--- src/rtl/fetch_seq_pkg.sv ---
// Shared types and constants for the fetch sequencer.
package fetch_seq_pkg;

  typedef enum logic [2:0] {
    RUN,
    IMM,
    RET_WAIT,
    INT_SAVE,
    INT_JUMP
  } fetch_seq_state_t;

  localparam int INT_CNT_W = 4;

endpackage

--- src/rtl/int_edge_latch.sv ---
// Captures a rising edge of the level interrupt into a pending flag that
// stays set until the sequencer consumes it.
module int_edge_latch (
  input  logic clk,
  input  logic reset,
  input  logic irq_i,
  input  logic clear_i,
  output logic pending_o
);

  logic irq_q;
  logic pending_q, pending_d;

  // Clear wins over a simultaneous edge: that edge merges into the one being serviced.
  always_comb begin
    pending_d = pending_q;
    if (clear_i) begin
      pending_d = 1'b0;
    end else if (irq_i && !irq_q) begin
      pending_d = 1'b1;
    end
  end

  always_ff @(posedge clk or negedge reset) begin
    if (!reset) begin
      irq_q     <= 1'b0;
      pending_q <= 1'b0;
    end else begin
      irq_q     <= irq_i;
      pending_q <= pending_d;
    end
  end

  assign pending_o = pending_q;

endmodule

--- src/rtl/fetch_sequencer.sv ---
// Fetch-stage control: PC redirect arbitration, two-word/stall sequencing and
// interrupt entry. Interrupt path is built only when FETCH_SEQ_INT_EN is defined.
module fetch_sequencer
  import fetch_seq_pkg::*;
#(
  parameter logic [31:0] INT_VECTOR      = 32'h0000_0000,
  parameter int unsigned INT_SAVE_CYCLES = 2
) (
  input  logic        clk,
  input  logic        reset,
  input  logic        load_use_hazard,
  input  logic        is_two_word,
  input  logic        ret_in_flight,
  input  logic        ret_valid,
  input  logic [31:0] ret_target,
  input  logic        branch_taken,
  input  logic [31:0] branch_target,
  input  logic        interrupt,
  input  logic [31:0] pc_plus_one_r,
  output logic        pc_write,
  output logic [31:0] pc_write_back_value,
  output logic        stall_fetch,
  output logic        clear_instruction,
  output logic        int_ack,
  output logic [31:0] int_return_addr
);

  fetch_seq_state_t state_q, state_d;

`ifdef FETCH_SEQ_INT_EN
  logic                 int_pending, int_clr;
  logic [INT_CNT_W-1:0] cnt_q, cnt_d;
  logic [31:0]          ira_q, ira_d;

  int_edge_latch u_int_edge_latch (
    .clk       (clk),
    .reset     (reset),
    .irq_i     (interrupt),
    .clear_i   (int_clr),
    .pending_o (int_pending)
  );
`else
  logic unused_pending;
  logic unused_int;

  int_edge_latch u_int_edge_latch (
    .clk       (clk),
    .reset     (reset),
    .irq_i     (1'b0),
    .clear_i   (1'b0),
    .pending_o (unused_pending)
  );

  assign unused_int = ^{interrupt, pc_plus_one_r, INT_VECTOR, INT_SAVE_CYCLES};
`endif

  always_comb begin
    pc_write            = 1'b0;
    pc_write_back_value = '0;
    stall_fetch         = 1'b0;
    clear_instruction   = 1'b0;
    int_ack             = 1'b0;
    state_d             = state_q;
`ifdef FETCH_SEQ_INT_EN
    int_clr = 1'b0;
    cnt_d   = cnt_q;
    ira_d   = ira_q;
`endif
    // Interrupt entry/jump states are atomic: redirects there are ignored.
    if (ret_valid && (state_q inside {RUN, IMM, RET_WAIT})) begin
      pc_write            = 1'b1;
      pc_write_back_value = ret_target;
      clear_instruction   = 1'b1;
      state_d             = RUN;
    end else if (branch_taken && (state_q inside {RUN, IMM, RET_WAIT})) begin
      pc_write            = 1'b1;
      pc_write_back_value = branch_target;
      clear_instruction   = 1'b1;
      state_d             = RUN;
    end else begin
      case (state_q)
        RUN: begin
`ifdef FETCH_SEQ_INT_EN
          if (int_pending && !is_two_word) begin
            stall_fetch       = 1'b1;
            clear_instruction = 1'b1;
            int_ack           = 1'b1;
            ira_d             = pc_plus_one_r - 32'd1;
            cnt_d             = INT_CNT_W'(INT_SAVE_CYCLES - 1);
            state_d           = INT_SAVE;
          end else
`endif
          if (ret_in_flight) begin
            stall_fetch       = 1'b1;
            clear_instruction = 1'b1;
            state_d           = RET_WAIT;
          end else if (load_use_hazard) begin
            stall_fetch = 1'b1;
          end else if (is_two_word) begin
            state_d = IMM;
          end
        end
        IMM: begin
          clear_instruction = 1'b1;
          state_d           = RUN;
        end
        RET_WAIT: begin
          stall_fetch       = 1'b1;
          clear_instruction = 1'b1;
        end
`ifdef FETCH_SEQ_INT_EN
        INT_SAVE: begin
          stall_fetch       = 1'b1;
          clear_instruction = 1'b1;
          if (branch_taken) begin
            ira_d = branch_target;
          end
          if (cnt_q == '0) begin
            state_d = INT_JUMP;
          end else begin
            cnt_d = cnt_q - INT_CNT_W'(1);
          end
        end
        INT_JUMP: begin
          pc_write            = 1'b1;
          pc_write_back_value = INT_VECTOR;
          clear_instruction   = 1'b1;
          int_clr             = 1'b1;
          state_d             = RUN;
        end
`endif
        default: state_d = RUN;
      endcase
    end
    if (!reset) begin
      pc_write            = 1'b0;
      pc_write_back_value = '0;
      stall_fetch         = 1'b0;
      clear_instruction   = 1'b0;
      int_ack             = 1'b0;
    end
  end

  always_ff @(posedge clk or negedge reset) begin
    if (!reset) begin
      state_q <= RUN;
    end else begin
      state_q <= state_d;
    end
  end

`ifdef FETCH_SEQ_INT_EN
  always_ff @(posedge clk or negedge reset) begin
    if (!reset) begin
      cnt_q <= '0;
      ira_q <= '0;
    end else begin
      cnt_q <= cnt_d;
      ira_q <= ira_d;
    end
  end

  assign int_return_addr = ira_q;
`else
  assign int_return_addr = '0;
`endif

endmodule

--- config.mk ---
export PLATFORM = sky130hd
export DESIGN_NAME = fetch_sequencer
export DESIGN_NICKNAME = d
export VERILOG_FILES = /design/src/rtl/fetch_seq_pkg.sv /design/src/rtl/int_edge_latch.sv /design/src/rtl/fetch_sequencer.sv
export SDC_FILE = /design/constraint.sdc
export NUM_CORES = 1
export LEC_CHECK = 0
export ABC_CLOCK_PERIOD_IN_PS = 5240
export CAP_MARGIN = 20
export CORE_ASPECT_RATIO = 0.5
export CORE_MARGIN = 2
export CORE_UTILIZATION = 26
export CTS_BUF_LIST = sky130_fd_sc_hd__clkbuf_2 sky130_fd_sc_hd__clkbuf_4 sky130_fd_sc_hd__clkbuf_8
export DETAILED_ROUTE_END_ITERATION = 7
export PLACE_DENSITY = 0.95
export RECOVER_POWER = 25
export SYNTH_ARGS = -nofsm -noshare
export SYNTH_HDL_FRONTEND = slang
export SYNTH_HIERARCHICAL = 1
export SYNTH_SLANG_ARGS = --single-unit
export TNS_END_PERCENT = 30
--- constraint.sdc ---
create_clock -name clk -period 5.24 [get_ports clk]
set_clock_uncertainty 0.05 [all_clocks]
set_input_delay 1.048 -clock clk [delete_from_list [all_inputs] [get_ports clk]]
set_output_delay 1.048 -clock clk [all_outputs]
set_load 0.005 [all_outputs]
==> impl_metrics.toml <==
[floorplan]
die_width_um = 99.3
dieArea_um2 = 5130
ios = 172
num_rows = 17
core_area_um2 = 4380
start_util_pct = 26.9
die_h_um = 51.6

[worst_setup_path]
slowest_delay_ps = 750
crit_arrival_ps = 3470
reg2reg_to = "state_q[0]"
cp-start-kind = "primary input"
worstPathRequired_ps = 4140
path_cells = "dlygate4sd3_1, nor3b_4, clkbuf_2, a22oi_1, nor2_2, clkdlybuf4s50_1"
r2r_start = "state_q[1]"
slowest_stage = "clkbuf_2"
critPathMaxFanout = 32
crit_type = "in2out"
ff2ff_path_depth = 3
r2r_setup_slack_ps = 3890
cp-end-kind = "output pin"

[synthesis]
yosys_warnings = 6
synth_cell_type_count = 25
netlist_area_um2 = 1180
ys_ff_latch = 2
synth-seq-area-share_pct = 4.24
syn-instance-count = 136
postSynthAreaPerCell_um2 = 8.68

[sta]
fin_crit_sh_pct = 87.1
final.setup.tns_ps = 0
slew_violations = 0
setup_viol = 0
rsz0062_at_grt = "no"
timing.slew.headroom_pct = 36.9
tightest_slew_ps = 946
fmax_mhz = 219
period_minus_slack_ps = 4570
finalHoldViolations = 0

[routing]
vias = 1258
dr.pass1.iters = 4
routed_wl_um = 3980
remaining_drc_errors = 0
vias_per_cell = 4.29
drtIter0Drc = 51
post_drt_wl_per_cell_um = 13.6
ant_nets = 0

[clock_tree]
insertion_delay_ps = 210
cts_tree = "yes"
numCtsBuffers = 3
path_clk_slew_ps = 30
postCtsSetupBuffers = 0
clock-sinks = 2
clk_path_buf_depth = 2
cts.repair.resized = 0
hold_buffers = 0
cts_root_buffer = "clkbuf_8"
h-tree-depth = 1

[place]
post-dp-hpwl_um = 3340
portBuffers = 105
gp_congestion = 0.821

[layout]
largest-register = "state_q"
largest_reg_flops = 2
fin_util_pct = 48.3
final_layout_size_suffix_gt1_share_pct = 28.4
insertedDiodeCount = 0
syn_to_final_growth_pct = 79.3
nets = 346
top_regs = "state_q x2"

[worst_hold_path]
hold_class = "reg2reg"
whs_endpoint = "state_q[0]"
hold_start = "state_q[0]"
hold_path_depth = 1

[job]
max_cap_viol_count = 0

[grt]
grt_pass1_wl_um = 5930
antenna_found_initial = 0
grt_usage_pct = 14.4
grt_pass1_vias = 1240
gr-total-overflow = 0
grt_max_degree = 33

[power_and_ir_drop]
p_leak_uw = 0.000802
vdd_drop_max_v = 0.0000568
p_per_area_nw_per_um2 = 109

[outcome]
outcome = "completed"
layout by cell type, fill, tap and decap left out, drive strengths merged, types with 2 or more instances in the layout:
| cell type | netlist | layout |
|---|---|---|
| inv | 3 | 3 |
| dlygate4sd3 | 0 | 3 |
| nor2b | 2 | 2 |
| clkbuf | 2 | 4 |
| conb | 1 | 33 |
| dfrtp | 2 | 2 |
| ha | 4 | 4 |
| nor2 | 36 | 36 |
| nand3 | 2 | 2 |
| clkdlybuf4s50 | 0 | 102 |
| buf | 40 | 2 |
| a22oi | 32 | 32 |
| a211oi | 2 | 2 |
metal layers:
metal,share of wire [%],up-vias,track usage (%),wire length [um]
met5,0,-,0,0
met4,0,0,1.83,0
met3,4.7,0,2.55,188
met2,61,42,31.8,2410
met1,35,607,14.5,1380
li1,-,609,-,-
worst max-delay path: cells and delay by family:
family	cells	cell delay [ps]
and+or+nand+nor	2	290
buffers and inverters	3	1870
AOI/OAI and AO/OA	1	250
stage by stage:
| stage | power, uW | setup slack [ps] | instances | cell area (um2) | hold WS, ps |
|---|---|---|---|---|---|
| 2_1_floorplan | 101 | 2460 | 168 | 1300 | 498 |
| 3_3_place_gp | 168 | 1000 | 290 | 2090 | 527 |
| 3_5_place_dp | 174 | 991 | 290 | 2090 | 532 |
| 4_1_cts | 237 | 960 | 293 | 2130 | 535 |
| 5_1_grt | 247 | 523 | 293 | 2120 | 547 |
| 6_report | 232 | 675 | 293 | 2120 | 533 |
worst max-delay path by stage:
stage / startpoint / to
after floorplan: branch_taken / pc_write_back_value[10]
after global placement: ret_valid / pc_write_back_value[0]
after global routing: ret_valid / pc_write_back_value[0]
after detailed placement: ret_valid / pc_write_back_value[0]
after CTS: reset / pc_write
final: ret_valid / pc_write_back_value[15]
cells by family after synthesis:
| logic type | Yosys count | synth area share, % |
|---|---|---|
| other | 1 | 0.318 |
| and+or+nand+nor | 44 | 22.7 |
| DFF | 2 | 4.24 |
| AOI/OAI and AO/OA | 38 | 36.7 |
| buffers and inverters | 47 | 31.8 |
| adders and majority gates | 4 | 4.24 |
power by group:
part           internal (uW)  switching, uW  total (uW)  leakage, uW
logic                   94.0           60.4         154     0.000753
clock network           48.6           11.9        60.4    0.0000216
registers               16.1          0.684        16.8    0.0000274
total                    159           72.9         232     0.000802
cell usage after synthesis, drive strengths merged:
library cell | count | share of area, %
conb | 1 | 0.32
clkbuf | 2 | 2.3
ha | 4 | 4.2
buf | 40 | 27
a21oi | 1 | 0.42
dfrtp | 2 | 4.2
nor2 | 36 | 18
nor3b | 1 | 1.6
a211oi | 2 | 1.3
a22oi | 32 | 33
o21ai | 1 | 0.42
o221a | 1 | 0.95
a31oi | 1 | 0.53
nand3 | 2 | 0.85
nand2b | 1 | 0.53
inv | 3 | 0.95
clkinv | 1 | 0.32
or2 | 1 | 0.53
nor2b | 2 | 1.1
nand2 | 1 | 0.32
dlymetal6s2s | 1 | 1.1
area by class of cell:
| class | instances | area [um2] |
|---|---|---|
| Multi-Input combinational cell | 119 | 867 |
| Clock buffer | 3 | 41.3 |
| Tap cell | 57 | 71.3 |
| Fill cell | 432 | 2270 |
| Timing Repair Buffer | 108 | 1070 |
| Inverter | 4 | 15.0 |
| Sequential cell | 2 | 50.0 |
No activity file was read; power rests on OpenSTA's default activity.
==> edit, RTL diff (same flow settings) <==
Add a define of `FETCH_SEQ_INT_EN`.
--- a/src/rtl/fetch_sequencer.sv
+++ b/src/rtl/fetch_sequencer.sv
@@ -1,5 +1,7 @@
 // Fetch-stage control: PC redirect arbitration, two-word/stall sequencing and
 // interrupt entry. Interrupt path is built only when FETCH_SEQ_INT_EN is defined.
+`define FETCH_SEQ_INT_EN
+
 module fetch_sequencer
   import fetch_seq_pkg::*;
 #(
Function: changed (Yosys sat finds a counterexample within 4 cycles, from zero or initial values and one cycle with reset low).
==> edit against the original RTL <==
  * Total power grew to 5.5 times the old value
  * Worst setup slack worse by 0.021 ns
  * Global-route usage is 3.2 points higher
  * Die area rose to 2.7 times the old value
  * The flow now finishes with violations (max-capacitance violations, max-slew violations)
  * Highest routed layer is now met4
  * Area after synthesis grew to 2.9 times the old value
  * Cell area rose to 2.5 times the old value
  * Routed wire length rose to 3.2 times the old value
  * Largest power group unchanged
  * Sequential share of layout area is 17 points higher
  * Sequential cell count up 39
==> edit: results <==
[job]
max-cap-violations = 1

[hold_path]
holdPathEnd = "int_return_addr[10]"
hold-path-cell-count = 2

[finish]
nFillCells = 1174
drive_above_1_share_pct = 9.290
final_net_count = 655
largest_reg_flops = 32

[synth]
synth.distinct_cells = 54
synthTopCellsByArea = "dfrtp_1 (30%), a22oi_1 (10%), nor2b_1 (6.3%), xnor2_1 (5.2%), nor4_4 (5.0%)"
yosysSeqAreaShare_pct = 30.29

[critical_path]
arrival_ns = 3.49
r2r_slack_ns = 2.93
cp_slowest_stage_delay_ns = 0.60
cpMaxStageDelayCell = "clkdlybuf4s50_1"

[power_and_ir_drop]
p_leak_nw = 2.016

[cts]
clkTransAtPathRegs_ns = 0.08
cts_buffers = 5
clock_latency_ns = 0.31
cts.htree.levels = 2

[sta]
slew_headroom_pct = -17.35
finalMaxSlewViolations = 39

[routing]
drt_iter0_drc = 363

[run_status]
outcome = "finished with violations"
violations = "max-capacitance violations, max-slew violations"

[placed_design]
io_buffers = 171
pre_cts_ws_ns = 0.7355

[global_route]
grt_pass1_wl_um = 19620
## edit: cell count changes in the layout (fill, tap and decap cells not counted), sizes merged, moves of 32 or more
cell | before | now
clkdlybuf4s50 | 102 | 169
dfrtp | 2 | 41
nor2b | 2 | 34
o21ai | 1 | 34
conb | 33 | 0
nand2 | 1 | 34
## edit: tightest hold or removal path: stages (launching register included)
cell and delay [ns]:
dfrtp_1 0.35, nand2_1 0.04, o21ai_0 0.06
## edit: worst max path at each step
| stage | endpoint | slack, ns | cells past startpoint |
|---|---|---|---|
| final | pc_write_back_value[14] | 0.65 | 7 |
| after global routing | pc_write_back_value[21] | 0.53 | 4 |
| after CTS | pc_write_back_value[14] | 0.70 | 7 |
| after detailed placement | pc_write_back_value[14] | 0.74 | 6 |
| after global placement | pc_write_back_value[11] | 0.82 | 6 |
| after floorplan | pc_write_back_value[10] | 2.11 | 5 |
## edit: layer usage
layer | GRT usage [%] | vias up | routed length, um
met2 | 31.29 | 163 | 6650
met1 | 21.33 | 1867 | 4854
li1 | - | 1755 | -
met4 | 8.307 | 0 | 568
met5 | 0 | - | 0
met3 | 2.026 | 39 | 594
## edit: kinds of logic (layout without fill, tap and decap cells)
family                     Yosys count  in the layout  share of synthesized area (%)
DFF                                 41             41                          30.29
buffers and inverters               34            192                          4.359
AOI/OAI and AO/OA                  114            114                          22.61
adders and majority gates            3              3                          1.108
xor gates and xnor gates            26             26                          6.723
muxes                               14             14                          4.618
and+or+nand+nor                    159            159                          30.29
## edit: per-stage QoR
step	cell area, um^2	util, %	std cells	hold slack, ns
6_report	5345	42.09	719	0.4395
5_1_grt	5345	42.09	719	0.4806
4_1_cts	5346	42.10	719	0.4432
3_5_place_dp	5250	41.34	711	0.4249
3_3_place_gp	5250	41.34	711	0.4131
2_1_floorplan	3387	-	391	0.4233
## edit: final cells by class
class                      instances  area share [%]
inverter                           7          0.4916
clock buffer                       6           1.545
tap                              170           3.979
timing repair buffer             177           32.98
clock inverter                     2          0.2575
multi-input combinational        316           41.55
sequential                        41           19.19
## edit: power by group through the flow
stage	Combinational [W]	Sequential [W]	Clock, W
finish	0.000579	0.000467	0.000229
CTS	0.000580	0.000464	0.000231
detailed placement	0.000574	0.000470	0
global route	0.000620	0.000477	0.000243
floorplan	0.000208	0.000465	0
global placement	0.000555	0.000464	0
